--- src/rtl/ahb_lite_master_pkg.sv ---
// Shared AHB-Lite definitions: transfer types, response codes, the slave
// register map and the master FSM state encoding.
package ahb_pkg;

    typedef enum logic [1:0] {
        IDLE   = 2'd0,
        BUSY   = 2'd1,
        NONSEQ = 2'd2,
        SEQ    = 2'd3
    } htrans_t;

    localparam logic OKAY  = 1'b0;
    localparam logic ERROR = 1'b1;

    localparam int unsigned ERR_STATUS_ADDRESS = 1;
    localparam int unsigned PAYLOAD_ADDRESS    = 2;
    localparam int unsigned DATA_SIZE_ADDRESS  = 4;

    typedef enum logic [1:0] {
        M_IDLE,
        M_ACTIVE,
        M_ERROR
    } master_state_t;

endpackage

--- src/rtl/ahb_lite_master_if.sv ---
// Command/response handshake plus AHB-Lite bus signals of the master.
interface ahb_lite_master_if
    import ahb_pkg::*;
#(
    parameter int ADDR_WIDTH = 3,
    parameter int DATA_WIDTH = 8
);
    logic                  cmd_valid;
    logic                  cmd_ready;
    logic                  cmd_write;
    logic [ADDR_WIDTH-1:0] cmd_addr;
    logic [2:0]            cmd_size;
    logic [DATA_WIDTH-1:0] cmd_wdata;

    logic                  rsp_valid;
    logic [DATA_WIDTH-1:0] rsp_rdata;
    logic                  rsp_err;
    logic                  rsp_abort;

    logic                  hsel_x;
    logic [ADDR_WIDTH-1:0] haddr;
    htrans_t               htrans;
    logic                  hwrite;
    logic [2:0]            hsize;
    logic [DATA_WIDTH-1:0] hwdata;
    logic                  hready;
    logic [DATA_WIDTH-1:0] hrdata;
    logic                  hresp;

    modport master (
        input  cmd_valid, cmd_write, cmd_addr, cmd_size, cmd_wdata,
        output cmd_ready,
        output rsp_valid, rsp_rdata, rsp_err, rsp_abort,
        output hsel_x, haddr, htrans, hwrite, hsize, hwdata,
        input  hready, hrdata, hresp
    );

    modport slave (
        output cmd_valid, cmd_write, cmd_addr, cmd_size, cmd_wdata,
        input  cmd_ready,
        input  rsp_valid, rsp_rdata, rsp_err, rsp_abort,
        input  hsel_x, haddr, htrans, hwrite, hsize, hwdata,
        output hready, hrdata, hresp
    );

endinterface

--- src/rtl/ahb_lite_master.sv ---
// AHB-Lite master with a two-stage address/data pipeline: the address
// phase of the next command overlaps the data phase of the current one.
module ahb_lite_master
    import ahb_pkg::*;
#(
    parameter int ADDR_WIDTH = 3,
    parameter int DATA_WIDTH = 8
) (
    input logic              hclk,
    input logic              hreset_n,
    ahb_lite_master_if.master bus
);

    master_state_t         state;

    logic                  a_valid;
    logic                  a_write;
    logic [ADDR_WIDTH-1:0] a_addr;
    logic [2:0]            a_size;
    logic [DATA_WIDTH-1:0] a_wdata;

    logic                  d_valid;
    logic                  d_write;
    logic [DATA_WIDTH-1:0] d_wdata;

    logic                  hsel_q;
    htrans_t               htrans_q;
    logic                  rsp_valid_q;
    logic                  rsp_err_q;
    logic                  rsp_abort_q;
    logic [DATA_WIDTH-1:0] rsp_rdata_q;

    logic                  cmd_fire;

    // Commands are refused during the second error cycle and while in reset.
    assign bus.cmd_ready = bus.hready && (state != M_ERROR) && hreset_n;
    assign cmd_fire      = bus.cmd_valid && bus.cmd_ready;

    // Bus outputs are taken straight from the stage registers.
    assign bus.hsel_x    = hsel_q;
    assign bus.htrans    = htrans_q;
    assign bus.haddr     = a_addr;
    assign bus.hwrite    = a_write;
    assign bus.hsize     = a_size;
    assign bus.hwdata    = d_wdata;
    assign bus.rsp_valid = rsp_valid_q;
    assign bus.rsp_err   = rsp_err_q;
    assign bus.rsp_abort = rsp_abort_q;
    assign bus.rsp_rdata = rsp_rdata_q;

    // Pipeline advance, error handling and one-cycle response generation.
    always_ff @(posedge hclk) begin
        if (!hreset_n) begin
            state       <= M_IDLE;
            a_valid     <= 1'b0;
            a_write     <= 1'b0;
            a_addr      <= '0;
            a_size      <= '0;
            a_wdata     <= '0;
            d_valid     <= 1'b0;
            d_write     <= 1'b0;
            d_wdata     <= '0;
            hsel_q      <= 1'b0;
            htrans_q    <= IDLE;
            rsp_valid_q <= 1'b0;
            rsp_err_q   <= 1'b0;
            rsp_abort_q <= 1'b0;
            rsp_rdata_q <= '0;
        end else begin
            rsp_valid_q <= 1'b0;
            rsp_err_q   <= 1'b0;
            rsp_abort_q <= 1'b0;
            rsp_rdata_q <= '0;
            case (state)
                M_IDLE, M_ACTIVE: begin
                    if (bus.hready) begin
                        if (d_valid) begin
                            rsp_valid_q <= 1'b1;
                            rsp_rdata_q <= d_write ? '0 : bus.hrdata;
                        end
                        d_valid <= a_valid;
                        d_write <= a_write;
                        d_wdata <= a_wdata;
                        a_valid <= cmd_fire;
                        if (cmd_fire) begin
                            a_write <= bus.cmd_write;
                            a_addr  <= bus.cmd_addr;
                            a_size  <= bus.cmd_size;
                            a_wdata <= bus.cmd_wdata;
                        end
                        htrans_q <= cmd_fire ? NONSEQ : IDLE;
                        hsel_q   <= cmd_fire || a_valid;
                        state    <= (cmd_fire || a_valid) ? M_ACTIVE : M_IDLE;
                    end else if (bus.hresp == ERROR && d_valid) begin
                        a_valid  <= 1'b0;
                        htrans_q <= IDLE;
                        hsel_q   <= 1'b1;
                        if (a_valid) begin
                            rsp_valid_q <= 1'b1;
                            rsp_abort_q <= 1'b1;
                        end
                        state <= M_ERROR;
                    end
                end
                M_ERROR: begin
                    if (bus.hready) begin
                        rsp_valid_q <= 1'b1;
                        rsp_err_q   <= 1'b1;
                        d_valid     <= 1'b0;
                        hsel_q      <= 1'b0;
                        state       <= M_IDLE;
                    end
                end
                default: state <= M_IDLE;
            endcase
        end
    end

endmodule

--- src/flat_wrapper.sv ---
// flat-port wrapper written by rule: the top's interface ports become plain ports
module ahb_lite_master_flat import ahb_pkg::*;
#(
    parameter int ADDR_WIDTH = 3,
    parameter int DATA_WIDTH = 8
)
  (hclk, hreset_n, bus_cmd_valid, bus_cmd_write, bus_cmd_addr, bus_cmd_size, bus_cmd_wdata, bus_cmd_ready, bus_rsp_valid, bus_rsp_rdata, bus_rsp_err, bus_rsp_abort, bus_hsel_x, bus_haddr, bus_htrans, bus_hwrite, bus_hsize, bus_hwdata, bus_hready, bus_hrdata, bus_hresp);
  ahb_lite_master_if #(.ADDR_WIDTH(ADDR_WIDTH), .DATA_WIDTH(DATA_WIDTH)) bus_i ();
  input logic hclk;
  input logic hreset_n;
  input wire logic [$bits(bus_i.cmd_valid)-1:0] bus_cmd_valid;
  input wire logic [$bits(bus_i.cmd_write)-1:0] bus_cmd_write;
  input wire logic [$bits(bus_i.cmd_addr)-1:0] bus_cmd_addr;
  input wire logic [$bits(bus_i.cmd_size)-1:0] bus_cmd_size;
  input wire logic [$bits(bus_i.cmd_wdata)-1:0] bus_cmd_wdata;
  output wire logic [$bits(bus_i.cmd_ready)-1:0] bus_cmd_ready;
  output wire logic [$bits(bus_i.rsp_valid)-1:0] bus_rsp_valid;
  output wire logic [$bits(bus_i.rsp_rdata)-1:0] bus_rsp_rdata;
  output wire logic [$bits(bus_i.rsp_err)-1:0] bus_rsp_err;
  output wire logic [$bits(bus_i.rsp_abort)-1:0] bus_rsp_abort;
  output wire logic [$bits(bus_i.hsel_x)-1:0] bus_hsel_x;
  output wire logic [$bits(bus_i.haddr)-1:0] bus_haddr;
  output wire logic [$bits(bus_i.htrans)-1:0] bus_htrans;
  output wire logic [$bits(bus_i.hwrite)-1:0] bus_hwrite;
  output wire logic [$bits(bus_i.hsize)-1:0] bus_hsize;
  output wire logic [$bits(bus_i.hwdata)-1:0] bus_hwdata;
  input wire logic [$bits(bus_i.hready)-1:0] bus_hready;
  input wire logic [$bits(bus_i.hrdata)-1:0] bus_hrdata;
  input wire logic [$bits(bus_i.hresp)-1:0] bus_hresp;
  assign bus_i.cmd_valid = bus_cmd_valid;
  assign bus_i.cmd_write = bus_cmd_write;
  assign bus_i.cmd_addr = bus_cmd_addr;
  assign bus_i.cmd_size = bus_cmd_size;
  assign bus_i.cmd_wdata = bus_cmd_wdata;
  assign bus_cmd_ready = bus_i.cmd_ready;
  assign bus_rsp_valid = bus_i.rsp_valid;
  assign bus_rsp_rdata = bus_i.rsp_rdata;
  assign bus_rsp_err = bus_i.rsp_err;
  assign bus_rsp_abort = bus_i.rsp_abort;
  assign bus_hsel_x = bus_i.hsel_x;
  assign bus_haddr = bus_i.haddr;
  assign bus_htrans = bus_i.htrans;
  assign bus_hwrite = bus_i.hwrite;
  assign bus_hsize = bus_i.hsize;
  assign bus_hwdata = bus_i.hwdata;
  assign bus_i.hready = bus_hready;
  assign bus_i.hrdata = bus_hrdata;
  assign bus_i.hresp = bus_hresp;
  ahb_lite_master #(.ADDR_WIDTH(ADDR_WIDTH), .DATA_WIDTH(DATA_WIDTH)) u_core (.hclk(hclk), .hreset_n(hreset_n), .bus(bus_i));
endmodule
--- config.mk ---
export PLATFORM = sky130hd
export DESIGN_NAME = ahb_lite_master_flat
export DESIGN_NICKNAME = d
export VERILOG_FILES = /design/src/rtl/ahb_lite_master_pkg.sv /design/src/rtl/ahb_lite_master_if.sv /design/src/rtl/ahb_lite_master.sv /design/src/flat_wrapper.sv
export SDC_FILE = /design/constraint.sdc
export NUM_CORES = 1
export LEC_CHECK = 0
export BUFFER_PORTS_ARGS = -buffer_cell sky130_fd_sc_hd__buf_2
export CAP_MARGIN = 20
export CELL_PAD_IN_SITES_DETAIL_PLACEMENT = 1
export CELL_PAD_IN_SITES_GLOBAL_PLACEMENT = 1
export CORE_MARGIN = 2
export CORE_UTILIZATION = 35
export DETAILED_ROUTE_END_ITERATION = 12
export GPL_TIMING_DRIVEN = 0
export PLACE_DENSITY_LB_ADDON = 0.2
export SLEW_MARGIN = 5
export SYNTH_ARGS = -nofsm -noshare
export SYNTH_HDL_FRONTEND = slang
export SYNTH_SLANG_ARGS = --single-unit
--- constraint.sdc ---
create_clock -name hclk -period 2.43 [get_ports hclk]
set_input_delay 0.1215 -clock hclk [delete_from_list [all_inputs] [get_ports hclk]]
set_output_delay 0.1215 -clock hclk [all_outputs]
set_load 0.05 [all_outputs]
==> results.sh, run 1 <==
export IMPL_layout_drive_gt1_share_pct=33.0
export IMPL_timing_critical_path_required_ns=2.31
export IMPL_worst_setup_path_type="flip-flop to output port"
export IMPL_drt_vias_per_instance=4.55
export IMPL_post_drt_wl_per_cell_um=12.4
export IMPL_synth_fa_ha_area_share_pct=0
export IMPL_outcome="completed"
export IMPL_drt_first_pass_iters=2
export IMPL_synthesized_area_fraction_occupied_by_ao_oa_aoi_and_oai_cells_pct=13.7
export IMPL_drc=0
export IMPL_synth_seq_area_share_pct=55.6
export IMPL_gp_congestion=0.743
export IMPL_power_density_nw_per_um2=803
export IMPL_area_growth_syn_to_layout_pct=34.8
export IMPL_io_pins=58
export IMPL_netlist_area_um2=1440
export IMPL_ir_drop_v=0.000382
export IMPL_cts_buf_count=5
export IMPL_met2_length_mm=1.68
export IMPL_antenna_cells_inserted=0
export IMPL_htreeDepth=2
export IMPL_power_total_mw=1.56
export IMPL_grt_pass1_wl_mm=5.23
export IMPL_yosysWarnings=0
export IMPL_top_layer_used="met4"
export IMPL_post_cts_resized_instances=0
export IMPL_area_share_of_and_or_nand_nor_cells_after_synthesis_pct=24.9
export IMPL_synthTopCellsByArea="dfxtp_1 56%, nand2_1 14%, a21oi_1 9.4%"
export IMPL_die_width_um=68.1
export IMPL_ys_types=27
export IMPL_grt_start_max_net_pins=14
export IMPL_maxClockFrequency_mhz=702
export IMPL_synthesis_area_per_instance_um2=8.68
export IMPL_clock_skew_after_layout_ns=0.00619
export IMPL_antenna_violations_before_repair=0
export IMPL_hold_path_class="input pin to flip-flop"
export IMPL_setup_viol_count_final=0
export IMPL_proportion_of_synthesized_area_in_mux_cells_pct=0
export IMPL_dr_first_iter_drc_count=54
export IMPL_first_global_vias=1169
export IMPL_power_static_leakage_nw=0.881
export IMPL_hold_viol=0
export IMPL_n_fill_cell=511
export IMPL_dpl_wire_length_mm=2.56
export IMPL_timing_critical_path_arrival_ns=1.30
export IMPL_port_buffers=56
export IMPL_synth_top_cell_area_share_pct=55.6
export IMPL_final_cell_mix="59 x buf_2, 53 x nand2_1, 40 x dfxtp_1"
export IMPL_setup_total_negative_slack_ns=0
export IMPL_rsz0062_at_grt="no"
export IMPL_cts_hold_fix_buffers=0
export IMPL_met3WireLength_um=192
export IMPL_final_period_minus_worst_setup_slack_ns=1.42
export IMPL_via_count=1274
export IMPL_cts_repair_timing_setup_buffer_count=0
export IMPL_clock_insertion_delay_at_the_later_pin_of_the_skew_report_ns=0.29
export IMPL_die_h_um=68.1
export IMPL_timing_max_cap_violations=0
export IMPL_fin_nets=257
export IMPL_synth_seq_cells=40
export IMPL_drv_slew=0
export IMPL_yosys_area_share_xor_xnor_pct=0
export IMPL_met1Wirelength_mm=1.55
export IMPL_clock_path_buffers=2
export IMPL_crit_fanout=10
export IMPL_fp_coreArea_um2=3970
export IMPL_initial_core_util_pct=36.3
export IMPL_cp_start_kind="flip-flop"
export IMPL_root_buffer="clkbuf_8"
export IMPL_synthesis_instances=166
export IMPL_post_synth_top_area_cell="dfxtp_1"
export IMPL_globalRouteTotalUtil_pct=15.6
export IMPL_cts_tree="done"
export IMPL_synth_nets=194
export IMPL_fp_row_count=23
export IMPL_numClockSinks=40
export IMPL_wl_mm=3.46
export IMPL_cp_end_kind="output port"
export IMPL_floorplan_die_area_um2=4640
export IMPL_drtAntennaViolNets=0
export IMPL_final_common_cell="buf_2"
export IMPL_clk_transition_reported_paths_ns=0.08
export IMPL_synth_top_family_by_area="simple AND/OR/NAND/NOR gates"
export IMPL_global_route_overflow_total=0
export IMPL_timing_final_crit_share_pct=58.6
-- per-stage QoR --
step / utilization (%) / instance area [um2] / std cells / hold WS, ns / setup slack (ns)
floorplan: - / 1440 / 166 / 0.243 / 1.07
global placement: 44.9 / 1780 / 272 / 0.321 / 1.12
detailed placement: 44.9 / 1780 / 272 / 0.329 / 1.11
CTS: 48.9 / 1940 / 280 / 0.0166 / 0.988
global route: 48.9 / 1940 / 280 / 0.0109 / 0.936
finish: 48.9 / 1940 / 280 / 0.0257 / 1.01
-- registers in the layout, indices dropped and copies added (netlist names) --
register,cells
u_core.a_wdata,8
u_core.bus.hwdata,8
u_core.bus.rsp_rdata,8
u_core.bus.haddr,3
u_core.bus.hsize,3
u_core.state,2
u_core.bus.hsel_x,1
u_core.bus.htrans,1
u_core.bus.hwrite,1
u_core.bus.rsp_abort,1
u_core.bus.rsp_err,1
u_core.bus.rsp_valid,1
u_core.d_valid,1
u_core.d_write,1
-- routing by layer --
metal / up-vias / global-route usage [%]
met2: 30 / 25.2
li1: 662 / -
met4: 0 / 7.50
met5: - / 0
met3: 5 / 5.43
met1: 577 / 18.3
-- cells in the mapped netlist --
cell       count
buf_2          3
clkbuf_1       3
nor4_1         1
buf_6          1
a22oi_1        1
a21bo_2        1
a211o_1        1
o21a_1         1
a2bb2oi_1      1
nand2b_1       3
a211oi_1       1
buf_4          5
and2_1         8
o211ai_1       1
nor3_4         1
a21oi_1       27
nand3b_1       1
nor3_1         1
inv_1          1
nor2b_1        2
o21ai_0        1
nand2_1       53
dfxtp_1       40
nand4b_2       1
conb_1         1
and4b_1        1
nor2_1         5
-- critical path, cell delays in order, from the launching register on --
cell and delay (ns):
dfxtp_1 0.32, buf_4 0.16, nor2b_1 0.15, nor2_1 0.11, buf_2 0.27
-- logic make-up (layout without fill, tap and decap cells) --
group,Yosys count,count (layout)
buf+inv,13,77
simple gates,77,77
flops,40,40
other cells,1,1
compound gates,35,35
-- report_power, final --
group          switching [mW]  internal, mW  total, mW
clock network           0.231         0.514      0.745
logic                  0.0891        0.0460      0.135
registers             0.00921         0.670      0.680
total                   0.330          1.23       1.56
-- path summary, 6_finish.rpt --
| kind | start | cells after the start | endpoint | slack, ns |
|---|---|---|---|---|
| hold / removal | bus_hrdata[6] | 2 | u_core.bus.rsp_rdata[6]$_SDFF_PP0_ | 0.03 |
| setup reg to reg | u_core.state[1]$_SDFFE_PN0P_ | 5 | u_core.a_wdata[4]$_SDFFE_PN0P_ | 1.14 |
| setup / recovery | u_core.state[1]$_SDFFE_PN0P_ | 4 | bus_cmd_ready | 1.01 |
| hold reg to reg | u_core.bus.hsize[2]$_SDFFE_PN0P_ | 2 | u_core.bus.hsize[2]$_SDFFE_PN0P_ | 0.45 |
-- area by class of cell --
cell class	count	area (um2)	share of cell area (%)
flip-flops and latches	40	801	41.2
multi-input cells	113	561	28.9
repair buffers	56	280	14.4
clock inverters	3	90.1	4.64
plain buffers	12	75.1	3.87
clock buffers	5	68.8	3.54
well taps	50	62.6	3.22
inverters	1	3.75	0.193
Note: power is estimated with default switching activity, not from simulation.
==> inputs of run 2 (changes only) <==
--- a/config.mk
+++ b/config.mk
@@ -10,7 +10,7 @@
 export CELL_PAD_IN_SITES_DETAIL_PLACEMENT = 1
 export CELL_PAD_IN_SITES_GLOBAL_PLACEMENT = 1
 export CORE_MARGIN = 2
-export CORE_UTILIZATION = 35
+export CORE_UTILIZATION = 30
 export DETAILED_ROUTE_END_ITERATION = 12
 export GPL_TIMING_DRIVEN = 0
 export PLACE_DENSITY_LB_ADDON = 0.2
==> constraint.sdc (replaced) <==
create_clock -name hclk -period 1.2 [get_ports hclk]
set_input_delay 0.06 -clock hclk [delete_from_list [all_inputs] [get_ports hclk]]
set_output_delay 0.06 -clock hclk [all_outputs]
set_load 0.05 [all_outputs]
==> results.sh, run 2 (synthesis results as in run 1) <==
export IMPL_timing_max_cap_violations=0
export IMPL_clock_skew_after_layout_ns=0.00266
export IMPL_ir_drop_v=0.000521
export IMPL_timing_critical_path_required_ns=1.14
export IMPL_most_frequent_cp_cell="buf_6"
export IMPL_via_count=1366
export IMPL_dr_first_iter_drc_count=32
export IMPL_initial_core_util_pct=30.9
export IMPL_antenna_violations_before_repair=0
export IMPL_die_h_um=73.3
export IMPL_drtAntennaViolNets=0
export IMPL_global_route_overflow_total=0
export IMPL_drt_vias_per_instance=4.51
export IMPL_clk_transition_reported_paths_ns=0.07
export IMPL_fp_row_count=25
export IMPL_floorplan_die_area_um2=5370
export IMPL_place_inst=276
export IMPL_grt_start_max_net_pins=13
export IMPL_cp_start_kind="flip-flop"
export IMPL_cp_slowest_cell="dfxtp_2"
export IMPL_fin_nets=276
export IMPL_port_buffers=56
export IMPL_outcome="completed"
export IMPL_post_drt_wl_per_cell_um=12.3
export IMPL_timing_final_crit_share_pct=99.1
export IMPL_cts_tree="done"
export IMPL_hold_path_class="input pin to flip-flop"
export IMPL_setup_viol_count_final=0
export IMPL_io_pins=58
export IMPL_antenna_cells_inserted=0
export IMPL_final_period_minus_worst_setup_slack_ns=1.19
export IMPL_crit_chain="buf_6 -> nor2b_4 -> nor2_2 -> buf_6"
export IMPL_post_place_ws_ns=-0.123
export IMPL_crit_fanout=6
export IMPL_placed_area_um2=1790
export IMPL_wl_mm=3.73
export IMPL_cts_buf_count=5
export IMPL_dpl_wire_length_mm=2.50
export IMPL_final_common_cell="buf_2"
export IMPL_drc=0
export IMPL_crit_path_max_incr_delay_ns=0.33
export IMPL_hold_viol=0
export IMPL_worst_r2r_startpoint="u_core.state[1]$_SDFFE_PN0P_"
export IMPL_globalRouteTotalUtil_pct=14.9
export IMPL_worst_setup_path_type="flip-flop to output port"
export IMPL_power_density_nw_per_um2=1250
export IMPL_setup_total_negative_slack_ns=0
export IMPL_drv_slew=0
export IMPL_worst_setup_path_startpoint="u_core.state[1]$_SDFFE_PN0P_"
export IMPL_htreeDepth=2
export IMPL_fin_ws_ns=0.0110
export IMPL_numClockSinks=40
export IMPL_maxClockFrequency_mhz=841
export IMPL_multi_input_comb_area_um2=579
export IMPL_layoutNonFillerInstCount=303
export IMPL_sequential_cell_area_um2=803
export IMPL_clock_path_buffers=2
export IMPL_timing_critical_path_arrival_ns=1.13
export IMPL_area_growth_syn_to_layout_pct=46.0
export IMPL_min_delay_start="bus_cmd_size[0]"
export IMPL_final_cell_mix="56 x buf_2, 53 x nand2_1, 38 x dfxtp_1"
export IMPL_layout_drive_gt1_share_pct=34.5
export IMPL_clock_insertion_delay_at_the_later_pin_of_the_skew_report_ns=0.29
export IMPL_power_static_leakage_nw=0.950
export IMPL_rsz0062_at_grt="yes"
export IMPL_first_global_vias=1292
export IMPL_cp_end_kind="output port"
export IMPL_fp_coreArea_um2=4660
export IMPL_grt_pass1_wl_mm=5.98
export IMPL_root_buffer="clkbuf_8"
export IMPL_reg2reg_setup_slack_ns=0.08
export IMPL_drt_first_pass_iters=4
export IMPL_n_fill_cell=594
export IMPL_die_width_um=73.3
export IMPL_final_area_um2=2100
export IMPL_gp_congestion=0.727
export IMPL_postLayoutCoreUtil_pct=45.1
run 2: changes by cell type in the layout (fill, tap and decap cells not counted), sizes merged:
cell and delta:
clkbuf +2, bufinv -3, clkinv +2, dlygate4sd3 +13, buf +5
run 2: layout make-up:
class / count / share of cell area [%]
Sequential cell: 40 / 38.2
Clock buffer: 6 / 3.93
Buffer: 12 / 4.52
Tap cell: 54 / 3.21
Inverter: 1 / 0.178
Multi-Input combinational cell: 113 / 27.5
Clock inverter: 2 / 0.476
Timing Repair Buffer: 75 / 22.0
run 2: repair_timing:
action | in CTS | in global routing
setup buffers | 0 | 6
hold buffers | 13 | 0
pin swaps | 1 | 0
setup endpoints to repair | 11 | 13
endpoints found under the hold margin | 13 | 0
gates resized for setup | 8 | 6
run 2: report_power, final:
group	total [mW]	switching, mW	internal [mW]	leakage (nW)
registers	1.38	0.0202	1.36	0.325
clock network	0.917	0.458	0.459	0.0510
logic	0.326	0.191	0.135	0.574
run 2: per-stage QoR:
step	power, mW	hold slack (ns)
3_5_place_dp	1.69	0.265
2_1_floorplan	1.58	0.182
6_report	2.62	0.00844
5_1_grt	2.76	0.0178
3_3_place_gp	1.68	0.259
4_1_cts	2.66	0.000245
run 2: worst paths after layout:
check,end,cells past startpoint
min reg2reg,u_core.bus.hwdata[3]$_SDFFE_PN0P_,2
min,u_core.bus.hsize[0]$_SDFFE_PN0P_,3
max reg2reg,u_core.d_valid$_SDFFE_PN0P_,5
max,bus_cmd_ready,4
run 2: worst max-delay path, delay by kind of cell (launching register included):
kind | cells | cell delay, ns
buffers and inverters | 2 | 0.28
AND/OR/NAND/NOR | 2 | 0.22
flip-flops | 1 | 0.33
run 2: metal layers:
| metal | track usage [%] | share of wire [%] | routed length, um | vias to the layer above |
|---|---|---|---|---|
| met1 | 18.1 | 45 | 1700 | 631 |
| li1 | - | - | - | 700 |
| met3 | 3.84 | 4.5 | 168 | 2 |
| met2 | 24.9 | 49 | 1830 | 33 |
| met4 | 6.17 | 0.94 | 35 | 0 |
| met5 | 0 | 0 | 0 | - |
